$ cat src/rtl/calc_pkg.sv
// Shared definitions for the calculator sequencing controller.
// Holds the controller state encoding (also shown on the status LEDs),
// the ALU operation codes and the operand/result widths.
package calc_pkg;

    localparam int OPND_W = 3;
    localparam int RES_W  = 6;

    typedef enum logic [2:0] {
        S_IDLE   = 3'd0,
        S_GET_A  = 3'd1,
        S_GET_B  = 3'd2,
        S_GET_OP = 3'd3,
        S_EXEC   = 3'd4,
        S_SHOW   = 3'd5
    } state_t;

    localparam logic [1:0] OP_ADD = 2'b00;
    localparam logic [1:0] OP_SUB = 2'b01;
    localparam logic [1:0] OP_MUL = 2'b10;
    localparam logic [1:0] OP_RSV = 2'b11;

endpackage

$ cat src/rtl/calc_seq_ctrl_btn_rise.sv
// Rising-edge detector for an already synchronised button level.
// Ports:
//   clk    - system clock
//   rst    - asynchronous active-high reset
//   lvl_i  - button level
//   rise_o - one-cycle pulse on a 0->1 transition of lvl_i
// The history register resets to RST_VAL; with RST_VAL=1 a button that is
// held through reset does not produce a pulse when reset is released.
module btn_rise #(
    parameter logic RST_VAL = 1'b1
) (
    input  logic clk,
    input  logic rst,
    input  logic lvl_i,
    output logic rise_o
);

    logic prev_q;

    always_ff @(posedge clk or posedge rst) begin
        if (rst) begin
            prev_q <= RST_VAL;
        end else begin
            prev_q <= lvl_i;
        end
    end

    assign rise_o = lvl_i & ~prev_q;

endmodule

$ cat src/rtl/calc_seq_ctrl.sv
// Sequencing controller for the 3-bit calculator datapath.
// Walks the user through operand A, operand B and operation/direction entry
// (one step per btn_next press), drives the combinational ALU, waits SETTLE
// cycles, captures result and sign, and holds them for the display.
// Ports:
//   clk, rst            - clock, asynchronous active-high reset
//   sw_val, sw_op,
//   sw_dir              - operand / operation / subtract-direction switches
//   btn_next, btn_clr   - advance button and abort/clear (synchronised levels)
//   alu_a, alu_b,
//   alu_op, alu_sub_dir - registered ALU inputs
//   alu_y6, alu_sign    - combinational ALU result
//   res_val, res_neg,
//   res_valid, err_op   - captured result, sign, valid flag, reserved-op flag
//   state_o             - state code for status LEDs
module calc_seq_ctrl
    import calc_pkg::*;
#(
    parameter int SETTLE      = 2,
    parameter int HOLD_CYCLES = 50000000,
    parameter int CNT_W       = 26
) (
    input  logic              clk,
    input  logic              rst,
    input  logic [OPND_W-1:0] sw_val,
    input  logic [1:0]        sw_op,
    input  logic              sw_dir,
    input  logic              btn_next,
    input  logic              btn_clr,
    output logic [OPND_W-1:0] alu_a,
    output logic [OPND_W-1:0] alu_b,
    output logic [1:0]        alu_op,
    output logic              alu_sub_dir,
    input  logic [RES_W-1:0]  alu_y6,
    input  logic              alu_sign,
    output logic [RES_W-1:0]  res_val,
    output logic              res_neg,
    output logic              res_valid,
    output logic              err_op,
    output logic [2:0]        state_o
);

    localparam logic             HOLD_EN     = (HOLD_CYCLES > 0);
    localparam logic [CNT_W-1:0] SETTLE_LAST = CNT_W'(SETTLE - 1);
    localparam logic [CNT_W-1:0] HOLD_LAST   = CNT_W'((HOLD_CYCLES > 0) ? HOLD_CYCLES - 1 : 0);

    logic rise;

    btn_rise #(.RST_VAL(1'b1)) u_next_rise (
        .clk    (clk),
        .rst    (rst),
        .lvl_i  (btn_next),
        .rise_o (rise)
    );

    state_t              state_q, state_d;
    logic [CNT_W-1:0]    cnt_q, cnt_d;
    logic [OPND_W-1:0]   a_q, a_d, b_q, b_d;
    logic [1:0]          op_q, op_d;
    logic                dir_q, dir_d;
    logic [RES_W-1:0]    res_q, res_d;
    logic                neg_q, neg_d;
    logic                valid_q, valid_d;
    logic                err_q, err_d;

    // State register
    always_ff @(posedge clk or posedge rst) begin
        if (rst) begin
            state_q <= S_IDLE;
        end else begin
            state_q <= state_d;
        end
    end

    // Next-state logic; btn_clr overrides everything, including EXEC capture
    always_comb begin
        state_d = state_q;
        if (btn_clr) begin
            state_d = S_IDLE;
        end else begin
            case (state_q)
                S_IDLE:   if (rise) state_d = S_GET_A;
                S_GET_A:  if (rise) state_d = S_GET_B;
                S_GET_B:  if (rise) state_d = S_GET_OP;
                S_GET_OP: if (rise) state_d = (sw_op == OP_RSV) ? S_SHOW : S_EXEC;
                S_EXEC:   if (cnt_q == SETTLE_LAST) state_d = S_SHOW;
                S_SHOW: begin
                    // A press wins over a coincident timeout
                    if (rise) begin
                        state_d = S_GET_A;
                    end else if (HOLD_EN && cnt_q == HOLD_LAST) begin
                        state_d = S_IDLE;
                    end
                end
                default:  state_d = S_IDLE;
            endcase
        end
    end

    // Output / datapath next-state logic
    always_comb begin
        cnt_d   = cnt_q;
        a_d     = a_q;
        b_d     = b_q;
        op_d    = op_q;
        dir_d   = dir_q;
        res_d   = res_q;
        neg_d   = neg_q;
        valid_d = valid_q;
        err_d   = err_q;
        if (btn_clr) begin
            cnt_d   = '0;
            a_d     = '0;
            b_d     = '0;
            op_d    = '0;
            dir_d   = 1'b0;
            res_d   = '0;
            neg_d   = 1'b0;
            valid_d = 1'b0;
            err_d   = 1'b0;
        end else begin
            case (state_q)
                S_GET_A: if (rise) a_d = sw_val;
                S_GET_B: if (rise) b_d = sw_val;
                S_GET_OP: begin
                    if (rise) begin
                        op_d  = sw_op;
                        dir_d = sw_dir;
                        cnt_d = '0;
                        if (sw_op == OP_RSV) begin
                            err_d   = 1'b1;
                            valid_d = 1'b0;
                            res_d   = '0;
                        end
                    end
                end
                S_EXEC: begin
                    cnt_d = cnt_q + 1'b1;
                    if (cnt_q == SETTLE_LAST) begin
                        res_d   = alu_y6;
                        neg_d   = alu_sign & (op_q == OP_SUB);
                        valid_d = 1'b1;
                        cnt_d   = '0;
                    end
                end
                S_SHOW: begin
                    if (HOLD_EN) cnt_d = cnt_q + 1'b1;
                    // Leaving SHOW either way drops the result but keeps operands
                    if (rise || (HOLD_EN && cnt_q == HOLD_LAST)) begin
                        res_d   = '0;
                        neg_d   = 1'b0;
                        valid_d = 1'b0;
                        err_d   = 1'b0;
                        cnt_d   = '0;
                    end
                end
                S_IDLE: ;
                default: cnt_d = '0;
            endcase
        end
    end

    always_ff @(posedge clk or posedge rst) begin
        if (rst) begin
            cnt_q   <= '0;
            a_q     <= '0;
            b_q     <= '0;
            op_q    <= '0;
            dir_q   <= 1'b0;
            res_q   <= '0;
            neg_q   <= 1'b0;
            valid_q <= 1'b0;
            err_q   <= 1'b0;
        end else begin
            cnt_q   <= cnt_d;
            a_q     <= a_d;
            b_q     <= b_d;
            op_q    <= op_d;
            dir_q   <= dir_d;
            res_q   <= res_d;
            neg_q   <= neg_d;
            valid_q <= valid_d;
            err_q   <= err_d;
        end
    end

    assign alu_a       = a_q;
    assign alu_b       = b_q;
    assign alu_op      = op_q;
    assign alu_sub_dir = dir_q;
    assign res_val     = res_q;
    assign res_neg     = neg_q;
    assign res_valid   = valid_q;
    assign err_op      = err_q;
    assign state_o     = state_q;

endmodule
$ cat config.mk
export PLATFORM = sky130hd
export DESIGN_NAME = calc_seq_ctrl
export DESIGN_NICKNAME = d
export VERILOG_FILES = /design/src/rtl/calc_pkg.sv /design/src/rtl/calc_seq_ctrl_btn_rise.sv /design/src/rtl/calc_seq_ctrl.sv
export SDC_FILE = /design/constraint.sdc
export NUM_CORES = 1
export LEC_CHECK = 0
export ABC_AREA = 0
export BUFFER_PORTS_ARGS = -buffer_cell sky130_fd_sc_hd__buf_2
export CAP_MARGIN = 20
export CORE_MARGIN = 2
export CORE_UTILIZATION = 61
export DETAILED_ROUTE_END_ITERATION = 10
export MAX_ROUTING_LAYER = met4
export PLACE_DENSITY = 0.86
export SYNTH_ARGS = -nofsm -noshare
export SYNTH_HDL_FRONTEND = slang
export SYNTH_SLANG_ARGS = --single-unit
$ cat constraint.sdc
create_clock -name clk -period 3.2 [get_ports clk]
set_input_delay 0.64 -clock clk [delete_from_list [all_inputs] [get_ports clk]]
set_output_delay 0.64 -clock clk [all_outputs]
set_load 0.05 [all_outputs]
### Yosys cells after proc, flatten, opt, wreduce, memory -nomap -nowiden

Cells that the tools add are included.

* reduce and logical (&&, ||, !) cells: 18
* divide/modulo/power cells: 0
* bitwise operators: 3
* eq/ne operators: 18
* magnitude comparators: 0
* add/subtract/negate cells: 1
* mux-type cells: 45
* multipliers: 0
* shift-type cells: 0

Operators by type and width (count)
* $mux 26: 4
* $pmux 26 s4: 1
* $mux 3: 13
* $mux 6: 5
* $add 26x1->26 const B: 1
* $eq 26x1->1 const B: 1
* $eq 26x26->1 const B: 1
* $ne 3x3->1 const B: 7
* $pmux 3 s6: 1
* $pmux 6 s3: 1
* $mux 1: 14
* $reduce_and 2->1: 4
* $reduce_bool 2->1: 4
* $eq 3x2->1 const B: 2
* $eq 3x3->1 const B: 2
* $mux 2: 3
* $reduce_and 6->1: 1
* $reduce_bool 3->1: 2
* $reduce_and 5->1: 1
* $ne 4x4->1 const B: 1
* $pmux 1 s2: 2
* $reduce_and 4->1: 1
* $reduce_bool 4->1: 1
* $eq 3x1->1 const B: 1
* other kinds (10): 11

* flip-flop bits (word level): 48
* input port bits: 17
* memories: 0
* output and inout port bits: 21
* logic and storage cells: 96
* memory bits (read-only): 0
* bits in writable memories: 0
* bits in latches: 0

### Logic depth before layout (Yosys ltp)

Gate-level depths: netlist (run 1).

* word-level depth: 6
* mapped depth: 8

### Hierarchy

A second synthesis (run 1) with hierarchy kept.

* cells, all modules: 275
* area, all modules: 2576.2 um^2

Modules (own cells, without submodules)
* calc_seq_ctrl: cells each 272, area each 2532.4 um^2, instances 1, seq. area each 1176.1 um^2
* btn_rise: cells each 3, area each 43.8 um^2, instances 1, seq. area each 26.3 um^2

### Least setup slack after synthesis (run 1)

OpenSTA, ideal clock, no wires.

* path type: reg2reg
* from: register state_q[2] (netlist: state_o[2])
* to: register neg_q (netlist: res_neg)
* slack: 1011 ps
* stages on the path, launching flop included: 8
* arrival: 2122 ps
* path through: dfrtp_1 buf_2 nand2b_4 buf_6 or3_4 nor4_4 and4b_1 a221o_1

* word-level cells in the longest chain between the ends: 3
* elaborated cells on any way between the ends: 8

Ends and longest elaborated chain
* start, declared: line calc_seq_ctrl.sv:56 `state_t state_q, state_d;`
* start signal, assigned: line calc_seq_ctrl.sv:71 `state_q <= state_d;`
* $eq 3x3->1: line calc_seq_ctrl.sv:122 `case (state_q)`
* $ne 3x3->1 (no source line), or another cell as far along
* $reduce_and 3->1 (no source line) / $mux 1 (equally long branches)
* end signal, assigned: line calc_seq_ctrl.sv:181 `neg_q <= neg_d;`
* end, declared: line calc_seq_ctrl.sv:62 `logic neg_q, neg_d;`

Several ways; a longest one is shown, not always the timed one.
A chain may end at the register's enable or synchronous reset.

### Final worst setup path (run 1)

* from: register cnt_q[12]
* to: register cnt_q[11]

* word-level cells in the longest chain between the ends: 5
* elaborated cells on any way between the ends: 7

Ends and longest elaborated chain
* start, declared: line calc_seq_ctrl.sv:57 `logic [CNT_W-1:0] cnt_q, cnt_d;`
* start signal, assigned: line calc_seq_ctrl.sv:175 `cnt_q <= cnt_d;`
* $eq 26x26->1: line calc_seq_ctrl.sv:149 `if (rise || (HOLD_EN && cnt_q == HOLD_LAST)) begin`
* $logic_or 1x1->1: line calc_seq_ctrl.sv:149
* $mux 26: line calc_seq_ctrl.sv:149
* $pmux 26 s4 *: line calc_seq_ctrl.sv:122
* $mux 26 *: line calc_seq_ctrl.sv:111 `if (btn_clr) begin`

Every way passes the cells marked *; elsewhere a longest branch is shown, timed or not.

==> results of run 1 <==
[power breakdown]
group / internal, µW / switching [µW] / leakage (µW)
sequential: 610 / 5.90 / 0.000666
clock: 155 / 206 / 0.0000445
combinational: 22.1 / 46.1 / 0.000618
total: 787 / 258 / 0.00133
[stage by stage]
step	std cells	power, µW
2_1_floorplan	262	671
3_3_place_gp	336	691
3_5_place_dp	336	692
4_1_cts	344	1050
5_1_grt	345	1090
6_report	345	1040
[worst max-delay path: stages (launching register included)]
cell,delay [ns]
dfrtp_1,0.46
nand4_2,0.18
or4_1,0.51
o21ai_2,0.46
and2_1,0.44
buf_4,0.25
a21oi_1,0.08
[cells by family after synthesis]
logic type,Yosys count,synth area share
muxes,9,0.0342
buffers and inverters,20,0.0414
adders and majority gates,2,0.00951
AOI/OAI and AO/OA,56,0.155
xor gates and xnor gates,20,0.0666
DFF,48,0.457
and+or+nand+nor,107,0.236
[cells in the final DEF (no fill, tap or decap), drive strengths merged, types with 9 or more instances in the layout]
cell type,instances
nor2,21
buf,40
mux2i,9
nand3,12
a21oi,21
xor2,18
dfrtp,47
nand2,23
nand4,13
nor4,9
[sequential cells by signal (all words and copies together) (netlist names)]
register / count
alu_sub_dir: 1
err_op: 1
alu_a: 3
state_o: 3
u_next_rise.prev_q: 1
alu_b: 3
res_valid: 1
cnt_q: 26
alu_op: 2
res_neg: 1
res_val: 6
[worst max path at each step]
stage                     from         to  slack [ns]
floorplan           state_o[2]    res_neg        1.01
global placement     cnt_q[19]  cnt_q[17]        0.77
detailed placement   cnt_q[12]  cnt_q[11]        0.69
CTS                  cnt_q[12]  cnt_q[14]        0.68
global route          cnt_q[0]  cnt_q[14]        0.44
finish               cnt_q[12]  cnt_q[11]        0.66
[layout make-up]
type | count | share of cell area
multi-input cells | 194 | 0.452
flip-flops and latches | 48 | 0.412
repair buffers | 40 | 0.0779
clock buffers | 5 | 0.0236
well taps | 50 | 0.0214
clock inverters | 3 | 0.00728
inverters | 5 | 0.00642
[routing by layer]
| metal | up-vias | global-route usage | wire length (µm) |
|---|---|---|---|
| met5 | - | - | 0 |
| met4 | 0 | 0.0791 | 104 |
| met3 | 12 | 0.0494 | 269 |
| met2 | 67 | 0.373 | 2600 |
| met1 | 1026 | 0.306 | 2380 |
| li1 | 1020 | - | - |
==> reports/metrics.yaml, run 1 <==
status: "finished clean"
synth_seq_cells: 48
cp-end-kind: "flop"
synthTopCellsByArea: "dfrtp_1, xor2_1, a21oi_1"
worstReg2RegEnd: "cnt_q[11]"
place_area_um2: 2800
synth_top_area_frac: 0.447
std_cell_rows: 23
grt_pass1_wl_um: 8960
die_h_um: 69.7
worstPathRequired_ns: 3.37
path_clk_slew_ns: 0.09
synth_common_cells: "dfrtp_1, nand2_1, a21oi_1, nor2_1, xor2_1"
worstSetupPathType: "reg2reg"
multiInputGateArea_um2: 1320
clockRootBuffer: "clkbuf_8"
gr-total-overflow: 0
die_x_um: 69.7
drive_above_1_share: 0.210
fin_util: 0.715
drv_cap: 0
wirelength_um: 5350
path_max_fanout: 12
final_antenna_net_count: 0
rsz0062_at_grt: "false"
core_um2: 4090
drc: 0
die-area_um2: 4850
hold_viol: 0
cp-start-kind: "flop"
finalWorstSetupSlack_ns: 0.663
clk_path_buf_depth: 2
portBuffers: 37
nets: 313
fmax_mhz: 394
slew_viol_final: 0
routabilityCongestion: 0.868
hpwl_um: 3710
critical_path.reg2reg.startpoint: "cnt_q[12]"
synth.avg_cell_area_um2: 10.0
wire_per_inst_um: 15.5
skew_ns: 0.00729
num_vias: 2125
ir_worst_vdd_v: 0.000230
setup_viol: 0
post-route-cell-area_um2: 2920
ys.flop_type: "dfrtp_1"
initial_core_util: 0.644
hp-class: "in2async"
ff2ff_path_depth: 6
p_leak_uw: 0.00133
fin_setup_tns_ns: 0
antennaDiodeCount: 0
seq_area_um2: 1200
cts.hold.buffers_added: 0
detail_route.vias_per_cell: 6.16
area_growth_syn_to_layout_pct: 11.0
ios: 38
cts_setup_buffers: 0
ctsResizeCount: 0
synth_cell_type_count: 53
drtIter0Drc: 121
grt_max_degree: 49
ys_seq_area_frac: 0.457
cts_buffers: 5
fin_crit_sh: 0.793
r2r_slack_ns: 0.66
h-tree-depth: 2
cts_sinks: 48
power_density_nw_per_um2: 357
synth.most_common_cell: "dfrtp_1"
holdWs_ns: 0.355
grt_usage: 0.236
synth.cell_area_um2: 2630
slew_headroom: 0.547
grt_antenna_before_repair: 0
cts_tree: "built"
netlist_instances: 262
ys_warn_count: 0
first_pass_iters: 4
async_flop_share: 1.00
worst_pin_slew_ns: 0.678
synth_edf_count: 0
fill_cells: 317
yosysTopAreaCell: "dfrtp_1"
synthesis.nets: 281
insertion_delay_ns: 0.31
min_period_ns: 2.54
dp_slack_ns: 0.693
grt_pass1_vias: 1991
worstPathArrival_ns: 2.71
(Power assumes the default switching activity.)
==> run 2, diff against run 1 <==
- CORE_UTILIZATION: 61 -> 57
- PLACE_DENSITY: 0.86 -> 0.82
- clock period: 3.2 -> 2.6 ns (I/O delays scaled with it)
==> reports/metrics.yaml, run 2 (synthesis gave the netlist of run 1 again) <==
path_clk_slew_ns: 0.09  # about the same
hp-class: "in2async"
top_register: "cnt_q"
detail_route.vias_per_cell: 6.02  # -2.3%
worstSetupPathType: "reg2reg"
hold_viol: 0  # unchanged
insertion_delay_ns: 0.31  # about the same
cts_tree: "built"
fmax_mhz: 455  # +16%
power_density_nw_per_um2: 445  # +24%
slew_viol_final: 0  # unchanged
ctsResizeCount: 0  # unchanged
die_h_um: 71.9  # +3.3%
ir_worst_vdd_v: 0.000312  # +36%
skew_ns: 0.0104  # +0.00309 ns
wire_per_inst_um: 15.7  # +1.0%
clk_path_buf_depth: 2  # unchanged
holdWs_ns: 0.173  # -0.182 ns
min_period_ns: 2.20  # -0.341 ns
worstPathRequired_ns: 2.78  # -0.59 ns
placed_cells: 344  # +2.4%
post-route-cell-area_um2: 2950  # +0.90%
die_x_um: 71.9  # +3.3%
cts_buffers: 5  # unchanged
slowest_delay_ns: 0.46  # -0.05 ns
final_cells: 352  # +2.0%
grt_antenna_before_repair: 0  # unchanged
wirelength_um: 5510  # +3.1%
slew_headroom: 0.592  # +0.0459
cp-start-kind: "flop"
p_leak_uw: 0.00135  # +1.8%
fill_cells: 361  # +14%
crit_path_top_delay_cell: "dfrtp_1"
cts_setup_buffers: 0  # unchanged
crit_chain: "nor4_1, nand2_1, o31ai_4, and2_1, buf_4, o211ai_1"
drtIter0Drc: 202  # +67%
worst_pin_slew_ns: 0.606  # -0.0713 ns
drv_cap: 0  # unchanged
place_area_um2: 2850  # +1.7%
nets: 318  # +1.6%
largest_reg_flops: 26  # unchanged
portBuffers: 37  # unchanged
setup_viol: 0  # unchanged
hpwl_um: 4060  # +9.7%
status: "finished clean"
cts.hold.buffers_added: 0  # unchanged
initial_core_util: 0.596  # -0.0478
first_pass_iters: 4  # unchanged
core_um2: 4410  # +8.0%
rsz0062_at_grt: "false"
grt_max_degree: 22  # -55%
die-area_um2: 5180  # +6.6%
area_growth_syn_to_layout_pct: 12.0
num_vias: 2118  # -0.33%
final_antenna_net_count: 0  # unchanged
drc: 0  # unchanged
cp_num_buf_inv: 1  # unchanged
cts_sinks: 48  # unchanged
ff2ff_path_depth: 6  # unchanged
gr-total-overflow: 0  # unchanged
routabilityCongestion: 0.852  # -1.9%
path_delay_family: "simple AND/OR/NAND/NOR gates"
grt_usage: 0.246  # +0.00980
drive_above_1_share: 0.223  # +0.0132
clockRootBuffer: "clkbuf_8"
ios: 38  # unchanged
layout_common_cells: "dfrtp_1, buf_2, nand2_1, nor2_1, a21oi_1"
path_max_fanout: 21  # +9
worstPathArrival_ns: 2.38  # -0.33 ns
fin_crit_sh: 0.845  # +0.0517
h-tree-depth: 2  # unchanged
std_cell_rows: 24  # +4.3%
crit_cells: 6  # unchanged
fin_setup_tns_ns: 0  # unchanged
final_common_cell: "dfrtp_1"
grt_pass1_wl_um: 9480  # +5.8%
antennaDiodeCount: 0  # unchanged
cp-end-kind: "flop"
grt_pass1_vias: 2013  # +1.1%
## run 2: cell count changes in the layout (fill, tap and decap cells not counted)
cell	previous run	this run
buf_4	2	8
buf_16	1	0
clkbuf_8	5	6
clkinvlp_4	1	0
## run 2: final timing paths
path / start / to / slack (ns)
setup / recovery: cnt_q[19] / cnt_q[4] / 0.40
hold / removal: rst / state_o[1] / 0.17
setup reg to reg: cnt_q[19] / cnt_q[4] / 0.40
hold reg to reg: res_valid / res_valid / 0.49
max in group asynchronous: rst / u_next_rise.prev_q / 1.80
min in group clk: btn_next / u_next_rise.prev_q / 0.32
## run 2: metal layers
| metal | vias to the layer above | wire [µm] | global-route usage |
|---|---|---|---|
| met1 | 1012 | 2490 | 0.333 |
| met5 | - | 0 | - |
| met2 | 68 | 2600 | 0.360 |
| met3 | 8 | 304 | 0.0639 |
| met4 | 0 | 110 | 0.0901 |
| li1 | 1030 | - | - |
## run 2: report_power, final
group	switching (µW)	internal (µW)	total (µW)
clock network	254	218	471
logic	57.3	26.0	83.3
registers	7.24	750	757
total	318	994	1310
## run 2: worst register-to-register path, cell delays in order, from the launching register on
cell and delay (ns):
dfrtp_1 0.46, nor4_1 0.38, nand2_1 0.22, o31ai_4 0.45
and2_1 0.18, buf_4 0.25, o211ai_1 0.13
## run 2: stage by stage
stage	utilization	total power, µW	setup WS (ns)
2_1_floorplan	-	825	0.411
3_3_place_gp	0.646	854	0.459
3_5_place_dp	0.646	857	0.430
4_1_cts	0.668	1320	0.416
5_1_grt	0.668	1370	0.250
6_report	0.668	1310	0.404
## run 2: layout make-up
cell class,count,area (µm²),area share
Timing Repair Buffer,45,245,0.0832
Tap cell,52,65.1,0.0221
Inverter,5,18.8,0.00637
Clock buffer,6,82.6,0.0280
Clock inverter,2,13.8,0.00467
Sequential cell,48,1200,0.408
Multi-Input combinational cell,194,1320,0.448
